**config.mk**
```make
export PLATFORM = sky130hd
export DESIGN_NAME = addsub_serial
export DESIGN_NICKNAME = d
export VERILOG_FILES = /design/src/rtl/addsub_serial.sv
export SDC_FILE = /design/constraint.sdc
export NUM_CORES = 1
export LEC_CHECK = 0
export CORE_AREA = 4 4 210 130
export DETAILED_ROUTE_END_ITERATION = 7
export DIE_AREA = 0 0 214 134
export GPL_ROUTABILITY_DRIVEN = 0
export PLACE_DENSITY = 0.75
export SLEW_MARGIN = 20
export SYNTH_ARGS = -nofsm -noshare
export SYNTH_HDL_FRONTEND = slang
export SYNTH_SLANG_ARGS = --single-unit
```
**constraint.sdc**
```tcl
create_clock -name clk -period 17.96 [get_ports clk]
set_input_delay 3.592 -clock clk [delete_from_list [all_inputs] [get_ports clk]]
set_output_delay 3.592 -clock clk [all_outputs]
set_load 0.05 [all_outputs]
```
**src/rtl/addsub_serial.sv**
```systemverilog
// Chunk-serial signed add/subtract: one CHUNK-bit slice per cycle, LSB first.
// Latency: done is high in the cycle after edge E+N (N = WIDTH/CHUNK), E = start edge.
// Backpressure: start is accepted only while ready (IDLE); starts in RUN/DONE are dropped.
module addsub_serial #(
    parameter int WIDTH = 64,
    parameter int CHUNK = 16
) (
    input  logic             clk,
    input  logic             rst,
    input  logic             start,
    input  logic             op,
    input  logic [WIDTH-1:0] a,
    input  logic [WIDTH-1:0] b,
    output logic             ready,
    output logic             done,
    output logic [WIDTH-1:0] result,
    output logic             cf,
    output logic             zf,
    output logic             sf,
    output logic             of
);

    localparam int N  = WIDTH / CHUNK;
    localparam int CW = (N > 1) ? $clog2(N) : 1;
    localparam logic [CW-1:0] LAST = CW'(N - 1);

    typedef enum logic [1:0] {
        IDLE = 2'd0,
        RUN  = 2'd1,
        DONE = 2'd2
    } state_t;

    state_t           r_state;
    state_t           w_state_next;

    // Operands are captured at start; b is stored already inverted for subtract
    // so the RUN datapath is a plain adder with carry-in seeded from op.
    logic [WIDTH-1:0] r_a;
    logic [WIDTH-1:0] r_b;
    logic             r_op;
    logic [CW-1:0]    r_cnt;
    logic             r_carry;
    logic [WIDTH-1:0] r_result;
    logic             r_cf;
    logic             r_zf;
    logic             r_sf;
    logic             r_of;

    logic             w_accept;
    logic             w_last;
    logic [31:0]      w_base;
    logic [CHUNK-1:0] w_a_chunk;
    logic [CHUNK-1:0] w_b_chunk;
    logic [CHUNK:0]   w_sum;
    logic [WIDTH-1:0] w_result_next;

    assign w_last = (r_cnt == LAST);
    assign result = r_result;
    assign cf     = r_cf;
    assign zf     = r_zf;
    assign sf     = r_sf;
    assign of     = r_of;

    // State register; reset aborts any operation in flight.
    always_ff @(posedge clk or posedge rst) begin
        if (rst) begin
            r_state <= IDLE;
        end else begin
            r_state <= w_state_next;
        end
    end

    // Next-state and handshake outputs.
    always_comb begin
        w_state_next = r_state;
        ready        = 1'b0;
        done         = 1'b0;
        w_accept     = 1'b0;
        case (r_state)
            IDLE: begin
                ready = 1'b1;
                if (start) begin
                    w_accept     = 1'b1;
                    w_state_next = RUN;
                end
            end
            RUN: begin
                if (w_last) begin
                    w_state_next = DONE;
                end
            end
            DONE: begin
                done         = 1'b1;
                w_state_next = IDLE;
            end
            default: begin
                w_state_next = IDLE;
            end
        endcase
    end

    // Current chunk add and the full result with that chunk merged in.
    always_comb begin
        w_base    = 32'(r_cnt) * 32'(CHUNK);
        w_a_chunk = r_a[w_base +: CHUNK];
        w_b_chunk = r_b[w_base +: CHUNK];
        w_sum     = {1'b0, w_a_chunk} + {1'b0, w_b_chunk} + (CHUNK + 1)'(r_carry);
        w_result_next = r_result;
        w_result_next[w_base +: CHUNK] = w_sum[CHUNK-1:0];
    end

    // Operand capture, chunk sequencing, result and flag registers.
    always_ff @(posedge clk or posedge rst) begin
        if (rst) begin
            r_a      <= '0;
            r_b      <= '0;
            r_op     <= 1'b0;
            r_cnt    <= '0;
            r_carry  <= 1'b0;
            r_result <= '0;
            r_cf     <= 1'b0;
            r_zf     <= 1'b0;
            r_sf     <= 1'b0;
            r_of     <= 1'b0;
        end else if (w_accept) begin
            r_a     <= a;
            r_b     <= op ? ~b : b;
            r_op    <= op;
            r_cnt   <= '0;
            r_carry <= op;
        end else if (r_state == RUN) begin
            r_result <= w_result_next;
            r_carry  <= w_sum[CHUNK];
            if (w_last) begin
                r_cnt <= '0;
                // Flags only move on the final chunk so they stay stable during RUN.
                r_zf <= ~|w_result_next;
                r_sf <= w_result_next[WIDTH-1];
                r_cf <= w_sum[CHUNK] ^ r_op;
                r_of <= (r_a[WIDTH-1] == r_b[WIDTH-1]) &&
                        (w_result_next[WIDTH-1] != r_a[WIDTH-1]);
            end else begin
                r_cnt <= r_cnt + CW'(1);
            end
        end
    end

endmodule

```
# Word level (Yosys, flattened, before mapping)
# Cells that the tools add are included.
[op_classes]
n_mul = 0
n_lt_le_gt_ge = 0
eq_ne = 7
n_div = 0
n_reduce_logical = 8
shift = 4
mux = 14
addsub = 4
bitwise = 3
[op_table]
columns = ["cell", "n"]
rows = [
  ["$shiftx A64 B7 Y16", 2],
  ["$bwmux W64", 1],
  ["$mux W64", 1],
  ["$not A64 Y64", 1],
  ["$reduce_or A64 Y1", 1],
  ["$shift A16 B34 Y64 const A", 1],
  ["$shiftx A16 B34 Y64", 1],
  ["$neg A6 Y34", 1],
  ["$add A16 B16 Y17", 1],
  ["$add A17 B1 Y17", 1],
  ["$mux W2", 5],
  ["$mux W1", 6],
  ["$eq A2 B2 Y1 const B", 2],
  ["$ne A2 B2 Y1 const B", 2],
  ["$pmux W2 S2", 1],
  ["$reduce_and A2 Y1", 2],
  ["$reduce_and A3 Y1", 1],
  ["$add A2 B1 Y2 const B", 1],
  ["$eq A2 B1 Y1 const B", 1],
  ["$logic_not A2 Y1", 1],
  ["$reduce_bool A2 Y1", 1],
  ["$eq A1 B1 Y1", 1],
  ["$logic_and A1 B1 Y1", 1],
  ["$logic_not A1 Y1", 1],
  ["other kinds (3)", 3],
]
[totals]
rom_bits = 0
n_memories = 0
ram_bits = 0
register_bits = 202
latchBits = 0
input_bits = 132

# Depth between registers and ports, before layout
# Gate-level depths: netlist of the first run.
[logic_depth]
word_depth = 7
mapped_depth = 15

# Least setup slack after synthesis of the first run
# No wires, ideal clock.
[synth_path]
kind = "input port to flip-flop"
startpoint = "input port op"
endpoint = "register r_b[10]"
required_time_ps = 17823
n_path_buf = 3
setup_ps = 137
t_arrival_ps = 4781
stages = 5
slack_ps = 13042
path_cell_list = "clkbuf_1 > clkbuf_1 > buf_1 > xnor2_1 > a21oi_1"
[synth_via]
elab_chain_cells = 1
[synth_rtl]
columns = ["element", "line_no", "rtl"]
rows = [
  ["start, declared", "11", "input logic op,"],
  ["$mux W64", "127", "r_b <= op ? ~b : b;"],
  ["end signal, assigned", "127", ""],
  ["end, declared", "39", "logic [WIDTH-1:0] r_b;"],
]
# No other way between the ends.
# A chain may end at the register's enable or synchronous reset.

# Worst setup path in the final report of the first run
[layout_path]
startpoint = "input port start"
endpoint = "register r_a[21]"
[layout_via]
elab_chain_cells = 2
[layout_rtl]
columns = ["element", "line_no", "rtl"]
rows = [
  ["start, declared", "10", "input logic start,"],
  ["$mux W1", "82", "if (start) begin"],
  ["$mux W1", "79", "case (r_state)"],
  ["end signal, assigned", "115", "r_a <= '0;"],
  ["end signal, assigned", "126", "r_a <= a;"],
  ["end, declared", "38", "logic [WIDTH-1:0] r_a;"],
]
# No other way between the ends.

==> run_results.csv, run 1 <==
group,metric,value,unit
outcome,status,"finished clean",
clock_tree,h-tree-depth,1,
min_path,worstHoldStart,"sf",
clock_tree,root_buffer,"clkbuf_16",
worst_setup_path,path_class,"in2reg",
clock_tree,cts_tree,"done",
worst_setup_path,cp-start-kind,"input port",
synth,synth_top_area_frac,0.503,
timing,finalCriticalPeriod,5.69,ns
worst_setup_path,reg2reg_from,"r_cnt[0]",
synth,yosysTopAreaCell,"dfrtp_1",
synth,yosysUniqueCellTypes,67,
synth,synth_mux_area_frac,0.147,
floorplanning,io_pins,202,
detailed_routing,viasPerCell,5.53,
timing,finalMaxSlewViolations,0,
worst_setup_path,worstSetupEndpointType,"register",
clock_tree,cts_buffers,20,
timing,whs,0.499,ns
timing,finalCritPeriodShare,0.317,
worst_setup_path,cp_data_required_time,18.34,ns
detailed_routing,drc,0,
worst_setup_path,crit_path_max_fanout,101,
grt,grt_pass1_vias,7653,
detailed_routing,routedWlPerCell,20.1,um
floorplanning,die_w,214,um
synth,synth_compound_gate_area_share,0.145,
synth,ys_seq_area_frac,0.503,
place,dpl.hpwl,19900,um
min_path,hold_depth,2,
timing,relSlewSlack,0.282,
synth,yosys.area_share.adder,0.0301,
finish,fillCellCount,2154,
run,maxCapViolations,0,
synth,synth-edff-count,0,
timing,finalClockSkew,0.0138,ns
worst_setup_path,worstPathArrival,6.07,ns
synth,synthCells,867,
timing,fmax,0.176,GHz
timing,finalSetupViolCount,0,
synth,synthSimpleGateAreaFrac,0.0873,
worst_setup_path,r2r_end,"zf",
timing,tightest_slew,1.06,ns
grt,track_usage,0.190,
floorplanning,placementRows,45,
finish,drive_gt1_frac,0.141,
floorplanning,die_h,134,um
timing,tns,0,ns
finish,regArea,5060,um^2
timing,final-hold-violation-count,0,
worst_setup_path,path_cells,"clkdlybuf4s50_1, and2_4, buf_6, mux2_2",
detailed_routing,drt_first_pass_iters,5,
clock_tree,ctsResizeCount,0,
detailed_routing,drtAntennaViolNets,0,
worst_setup_path,max_stage_delay,0.80,ns
synth,synth_top_cells_by_count,"dfrtp_1, nor2_1, a21oi_1, xnor2_1, mux2_2",
synth,synth.area.top_cells,"dfrtp_1, mux2_2, mux4_2",
clock_tree,cts.path.max_buffers,3,
grt,grt_overflow_total,0,
worst_setup_path,cpLargestDelayFamily,"buffers and inverters",
grt,antenna_found_initial,0,
synth,synthXorXnorAreaFrac,0.0619,
detailed_routing,first_iter_violations,668,
worst_setup_path,slowest_stage,"and2_4",
detailed_routing,routed_wl,27700,um
clock_tree,clk_pin_slew,0.06,ns
clock_tree,clock_sinks,202,
floorplanning,core-area,25200,um^2
clock_tree,cts_hold_buf,0,
detailed_routing,vias,7641,
clock_tree,postCtsSetupRepairBufs,0,
finish,nNetsFinal,1194,
min_path,hold_path_class,"reg2reg",
finish,multi_input_area,4740,um^2
worst_setup_path,reg2reg_depth,11,
floorplanning,die-area,28700,um^2
place,io_buffers,201,
worst_setup_path,worst-path-buf-inv,2,
clock_tree,clkLatencyLatePin,0.50,ns
grt,grt_max_degree,133,
finish,antenna_cells,0,
finish,area_growth,29.5,%
timing,rsz0062_at_grt,"false",
grt,grt_pass1_wl,43800,um
synth,synth_top_family_by_area,"multiplexers",
synth,synth_area,10000,um^2
worst_setup_path,r2r_slack,13.13,ns
synth,synth_fp_nets,1022,
min_path,hold_end,"sf",
synth,async_flop_share,1.00,
floorplanning,initial_core_util,0.399,
synth,synthFlopType,"dfrtp_1",
synth,yosysMostFrequentCell,"dfrtp_1",
synth,yosysWarnings,0,
synth,synth_seq_cells,202,
synth,avgSynthCellArea,11.6,um^2
per-stage QoR:
step                setup slack [ns]  std cells  utilization  cell area (um^2)
detailed placement             11.51       1346        0.488             12300
global route                   12.11       1382        0.517             13000
finish                         12.27       1382        0.517             13000
global placement               11.54       1346        0.488             12300
CTS                            12.03       1382        0.517             13000
floorplan                       8.86        867            -             10000
per-layer routing:
metal	global-route usage	vias to the layer above	part of all wire
li1	-	3516	-
met1	0.294	3763	0.49
met2	0.276	312	0.41
met3	0.0428	50	0.077
met4	0.0378	0	0.019
met5	0	-	0
worst max path at each step:
stage	slack, ns	endpoint	from	cells past startpoint
after floorplan	8.86	cf	rst	1
after global placement	11.54	r_a[4]	start	4
after detailed placement	11.51	r_a[53]	start	4
after CTS	12.03	r_a[21]	start	4
after global routing	12.11	r_a[21]	start	4
final	12.27	r_a[21]	start	4
worst register-to-register path, delay by kind of cell, from the launching register on:
family	cells	cell delay (ns)
AO/OA/AOI/OAI	6	1.51
flip-flops	1	0.58
AND/OR/NAND/NOR	1	0.16
adder cells (fa/ha/maj)	1	0.43
XOR/XNOR	1	0.80
multiplexers	1	0.68
buffers and inverters	1	0.56
cell usage in the layout (no fill, tap or decap), types with 8 or more instances in the layout:
cell / instances
a21o_1: 9
a21oi_1: 86
a22o_1: 51
clkbuf_16: 21
clkdlybuf4s50_1: 200
dfrtp_1: 200
ha_1: 21
inv_1: 10
mux2_2: 65
mux4_2: 32
nand2_1: 38
nor2_1: 88
nor3_1: 8
nor4_1: 13
o21ai_0: 24
xnor2_1: 66
layout make-up:
cell class	count	share of cell area
multi-input cells	599	0.364
clock buffers	27	0.0436
inverters	11	0.00375
flip-flops and latches	202	0.389
well taps	329	0.0316
clock inverters	9	0.0116
repair buffers	205	0.157
logic make-up (layout without fill, tap and decap cells):
kind of cell | count (synthesis) | after routing
xor+xnor | 71 | 71
simple gates | 189 | 189
compound gates | 217 | 217
buf+inv | 66 | 252
mux | 99 | 99
flops | 202 | 202
fa+ha+maj | 23 | 23
state kept, by name, summed over array words and instances (netlist names):
| register | count |
|---|---|
| r_b | 64 |
| r_op | 1 |
| cf | 1 |
| r_carry | 1 |
| r_state | 2 |
| r_a | 64 |
| result | 64 |
| of | 1 |
| sf | 1 |
| zf | 1 |
| r_cnt | 2 |
Power of run 1 is left out: the tool's default activity adds up to more than one toggle a clock period on the data nets, which glitch-free logic cannot reach.
==> run 2, diff against run 1 <==
==> constraint.sdc (replaced) <==
create_clock -name clk -period 5.5 [get_ports clk]
set_input_delay 1.1 -clock clk [delete_from_list [all_inputs] [get_ports clk]]
set_output_delay 1.1 -clock clk [all_outputs]
set_load 0.05 [all_outputs]
==> run_results.csv, run 2 (same netlist as run 1, synthesis figures left out) <==
group,metric,value,unit
outcome,status,"finished clean",
clock_tree,clk_pin_slew,0.06,ns
timing,finalCritPeriodShare,0.755,
detailed_routing,viasPerCell,5.54,
grt,grt_pass1_wl,44500,um
finish,final_area,12900,um^2
worst_setup_path,worstSetupEndpointType,"register",
worst_setup_path,reg2reg_depth,11,
place,dpl_cell_area,12300,um^2
grt,track_usage,0.196,
finish,nNetsFinal,1195,
clock_tree,cts.path.max_buffers,3,
floorplanning,die_w,214,um
place,dpl.hpwl,21100,um
clock_tree,cts_tree,"done",
timing,fmax,0.241,GHz
timing,tightest_slew,1.12,ns
detailed_routing,drc,0,
clock_tree,cts_buffers,19,
grt,grt_overflow_total,0,
min_path,hold_depth,2,
floorplanning,placementRows,45,
clock_tree,clkLatencyLatePin,0.49,ns
grt,grt_pass1_vias,7448,
clock_tree,root_buffer,"clkbuf_16",
timing,finalMaxSlewViolations,0,
detailed_routing,vias,7635,
clock_tree,cts_hold_buf,0,
worst_setup_path,cp-start-kind,"register",
clock_tree,postCtsSetupRepairBufs,0,
finish,fillCellCount,2189,
grt,antenna_found_initial,3,
worst_setup_path,reg2reg_from,"r_cnt[0]",
timing,final-hold-violation-count,0,
timing,tns,0,ns
worst_setup_path,path_class,"reg2reg",
min_path,hold_end,"cf",
worst_setup_path,r2r_end,"zf",
worst_setup_path,worstPathArrival,4.52,ns
timing,whs,0.500,ns
detailed_routing,first_iter_violations,724,
timing,finalClockSkew,0.0118,ns
run,maxCapViolations,0,
finish,regArea,5060,um^2
timing,finalSetupViolCount,0,
floorplanning,initial_core_util,0.399,
worst_setup_path,r2r_slack,1.35,ns
finish,multi_input_area,4740,um^2
floorplanning,die-area,28700,um^2
detailed_routing,drtAntennaViolNets,0,
timing,relSlewSlack,0.246,
worst_setup_path,crit_path_max_fanout,33,
min_path,hold_path_class,"reg2reg",
finish,drive_gt1_frac,0.136,
worst_setup_path,cp_data_required_time,5.87,ns
clock_tree,ctsResizeCount,0,
finish,mostFrequentLayoutCells,"dfrtp_1, clkdlybuf4s50_1, nor2_1",
grt,grt_max_degree,202,
min_path,worstHoldStart,"cf",
timing,finalCriticalPeriod,4.15,ns
timing,rsz0062_at_grt,"false",
floorplanning,core-area,25200,um^2
detailed_routing,drt_first_pass_iters,5,
detailed_routing,routedWlPerCell,20.9,um
worst_setup_path,max_stage_delay,0.63,ns
clock_tree,clock_sinks,202,
worst_setup_path,path_cells,"buf_12, mux4_2, ha_1, a21oi_1, o211ai_1, a41oi_1, o21ai_0, xor2_1, nor4_1, o2111ai_1, o21ai_1",
finish,area_growth,28.7,%
clock_tree,h-tree-depth,1,
floorplanning,die_h,134,um
detailed_routing,routed_wl,28800,um
worst_setup_path,slowest_stage,"xor2_1",
place,io_buffers,201,
floorplanning,io_pins,202,
finish,antenna_cells,0,
run 2: critical path: cells and delay by family (launching register included):
kind | cells | cell delay (ns)
flip-flops | 1 | 0.58
XOR/XNOR | 1 | 0.63
adder cells (fa/ha/maj) | 1 | 0.40
buffers and inverters | 1 | 0.29
multiplexers | 1 | 0.54
AND/OR/NAND/NOR | 1 | 0.15
AO/OA/AOI/OAI | 6 | 1.42
run 2: layout make-up:
class	instances	area share
sequential	202	0.391
tap	329	0.0318
multi-input combinational	599	0.366
timing repair buffer	207	0.163
inverter	11	0.00348
clock buffer	26	0.0404
clock inverter	4	0.00348
run 2: worst max-delay path by stage:
stage,from,end,cells past startpoint
global placement,r_cnt[0],of,11
finish,r_cnt[0],zf,11
detailed placement,r_cnt[0],zf,11
floorplan,r_cnt[0],zf,15
CTS,r_cnt[0],zf,11
global route,r_cnt[0],of,11
run 2: metrics by stage:
stage,setup slack (ns),instances,utilization
after floorplan,1.23,867,-
after global placement,1.55,1347,0.490
after detailed placement,1.43,1347,0.490
after CTS,1.42,1377,0.513
after global routing,1.03,1378,0.514
final,1.35,1378,0.514
run 2: routing by layer:
metal | global-route usage | wire (um)
met4 | 0.0248 | 377
met3 | 0.0484 | 2750
met2 | 0.284 | 12000
met1 | 0.304 | 13600
met5 | 0 | 34
Power of run 2 is left out for the same reason.
==> run 3, diff against run 2 <==
--- a/config.mk
+++ b/config.mk
@@ -9,7 +9,7 @@
 export DETAILED_ROUTE_END_ITERATION = 7
 export DIE_AREA = 0 0 214 134
 export GPL_ROUTABILITY_DRIVEN = 0
-export PLACE_DENSITY = 0.75
+export PLACE_DENSITY = 0.78
 export SLEW_MARGIN = 20
 export SYNTH_ARGS = -nofsm -noshare
 export SYNTH_HDL_FRONTEND = slang
==> constraint.sdc (replaced) <==
create_clock -name clk -period 3.4 [get_ports clk]
set_input_delay 0.68 -clock clk [delete_from_list [all_inputs] [get_ports clk]]
set_output_delay 0.68 -clock clk [all_outputs]
set_load 0.05 [all_outputs]
==> run_results.csv, run 3 (same netlist as run 1, synthesis figures left out) <==
group,metric,value,unit
worst_setup_path,r2r_end,"zf",
clock_tree,cts_tree,"done",
outcome,status,"complete, but fails checks",
grt,grt_max_degree,72,
floorplanning,die_w,214,um
grt,grt_pass1_wl,46700,um
worst_setup_path,endpoint,"zf",
clock_tree,h-tree-depth,1,
place,io_buffers,201,
grt,track_usage,0.205,
detailed_routing,first_iter_violations,823,
timing,rsz0062_at_grt,"true",
timing,fmax,0.284,GHz
worst_setup_path,crit_path_max_fanout,7,
timing,finalMaxSlewViolations,0,
min_path,hold_depth,2,
finish,mostFrequentLayoutCells,"dfrtp_1, clkdlybuf4s50_1, nor2_1",
worst_setup_path,cp_data_required_time,3.83,ns
worst_setup_path,reg2reg_depth,13,
timing,finalSetupViolCount,2,
floorplanning,placementRows,45,
detailed_routing,viasPerCell,5.60,
clock_tree,cts_hold_buf,0,
clock_tree,clk_pin_slew,0.07,ns
floorplanning,initial_core_util,0.399,
finish,drive_gt1_frac,0.241,
timing,tightest_slew,0.977,ns
grt,antenna_found_initial,4,
outcome,violations,"setup timing",
min_path,hold_path_class,"reg2reg",
detailed_routing,drc,0,
timing,tns,-0.131,ns
detailed_routing,drt_first_pass_iters,6,
place,dpl.hpwl,22500,um
detailed_routing,drtAntennaViolNets,0,
grt,grt_overflow_total,0,
finish,nNetsFinal,1278,
timing,finalClockSkew,0.0213,ns
detailed_routing,routedWlPerCell,21.1,um
timing,finalCriticalPeriod,3.52,ns
clock_tree,clkLatencyLatePin,0.50,ns
worst_setup_path,worstPathArrival,3.95,ns
clock_tree,root_buffer,"clkbuf_16",
timing,final-hold-violation-count,0,
timing,finalCritPeriodShare,1.03,
worst_setup_path,path_class,"reg2reg",
run,maxCapViolations,0,
detailed_routing,vias,8200,
detailed_routing,routed_wl,31000,um
worst_setup_path,reg2reg_from,"r_cnt[0]",
clock_tree,clock_sinks,202,
worst_setup_path,cp-start-kind,"register",
floorplanning,io_pins,202,
floorplanning,core-area,25200,um^2
clock_tree,cts.path.max_buffers,3,
worst_setup_path,worstSetupEndpointType,"register",
worst_setup_path,r2r_slack,-0.12,ns
grt,grt_pass1_vias,8195,
clock_tree,cts_buffers,20,
floorplanning,die-area,28700,um^2
worst_setup_path,timing.critical_path.from,"r_cnt[0]",
finish,area_growth,40.8,%
floorplanning,die_h,134,um
timing,relSlewSlack,0.349,
timing,postLayoutSetupSlackWorst,-0.117,ns
## run 3: cell count changes in the layout (fill, tap and decap cells not counted), moves of 3 or more
cell       previous run  this run
buf_6                 0         5
o21ai_0              24        18
ha_1                 21        11
buf_4                 3        74
ha_4                  0        10
buf_12                3         9
o21ai_1               1         4
a21boi_0              3         0
a21oi_2               0         5
bufinv_16             1         5
a21oi_1              86        81
clkbuf_1              5         1
## run 3: routing by layer
metal  global-route usage  vias to the layer above  wire, um
li1                     -                     3693         -
met1                0.291                     4010     13500
met2                0.309                      411     13400
met3               0.0720                       78      3280
met4               0.0353                        8       716
met5                    0                        -        62
## run 3: stage by stage
stage                      util  hold slack, ns  cell area [um^2]  cells  worst slack [ns]
after floorplan               -           0.475             10100    867           -0.0775
after CTS                 0.553           0.503             13900   1457           -0.0589
after detailed placement  0.513           0.490             12900   1416            -0.159
after global routing      0.562           0.520             14100   1464            -0.222
after global placement    0.513           0.480             12900   1416          0.000823
final                     0.562           0.499             14200   1465            -0.117
## run 3: how the worst min path moves through the flow
stage / startpoint / endpoint / slack, ns
final: cf / cf / 0.50
after detailed placement: cf / cf / 0.49
after global placement: cf / cf / 0.48
after floorplan: r_a[32] / r_a[32] / 0.48
after global routing: r_a[44] / r_a[44] / 0.52
after CTS: cf / cf / 0.50
## run 3: area by class of cell
type	count	area (um^2)
fill	2036	11000
multi-input combinational	599	5090
sequential	202	5060
timing repair buffer	289	2810
clock buffer	24	557
tap	329	412
clock inverter	10	181
inverter	11	45.0
antenna	1	2.50
## run 3: repair_timing
item	in CTS	in global routing
resized for setup	30	36
setup buffers	6	8
endpoints found under the hold margin	0	0
gates cloned	1	0
setup endpoints to repair	3	23
pin swaps	14	28
## run 3: critical path: stages (launching register included)
cell and delay [ns]:
dfrtp_2 0.42, buf_12 0.13, buf_12 0.13, buf_8 0.11, mux4_2 0.53, ha_4 0.27, a21o_1 0.18, a221o_1 0.35
buf_4 0.16, o41ai_4 0.40, o22ai_2 0.19, nor4_2 0.29, o2111ai_1 0.15, o21ai_1 0.15
Power of run 3 is left out for the same reason.
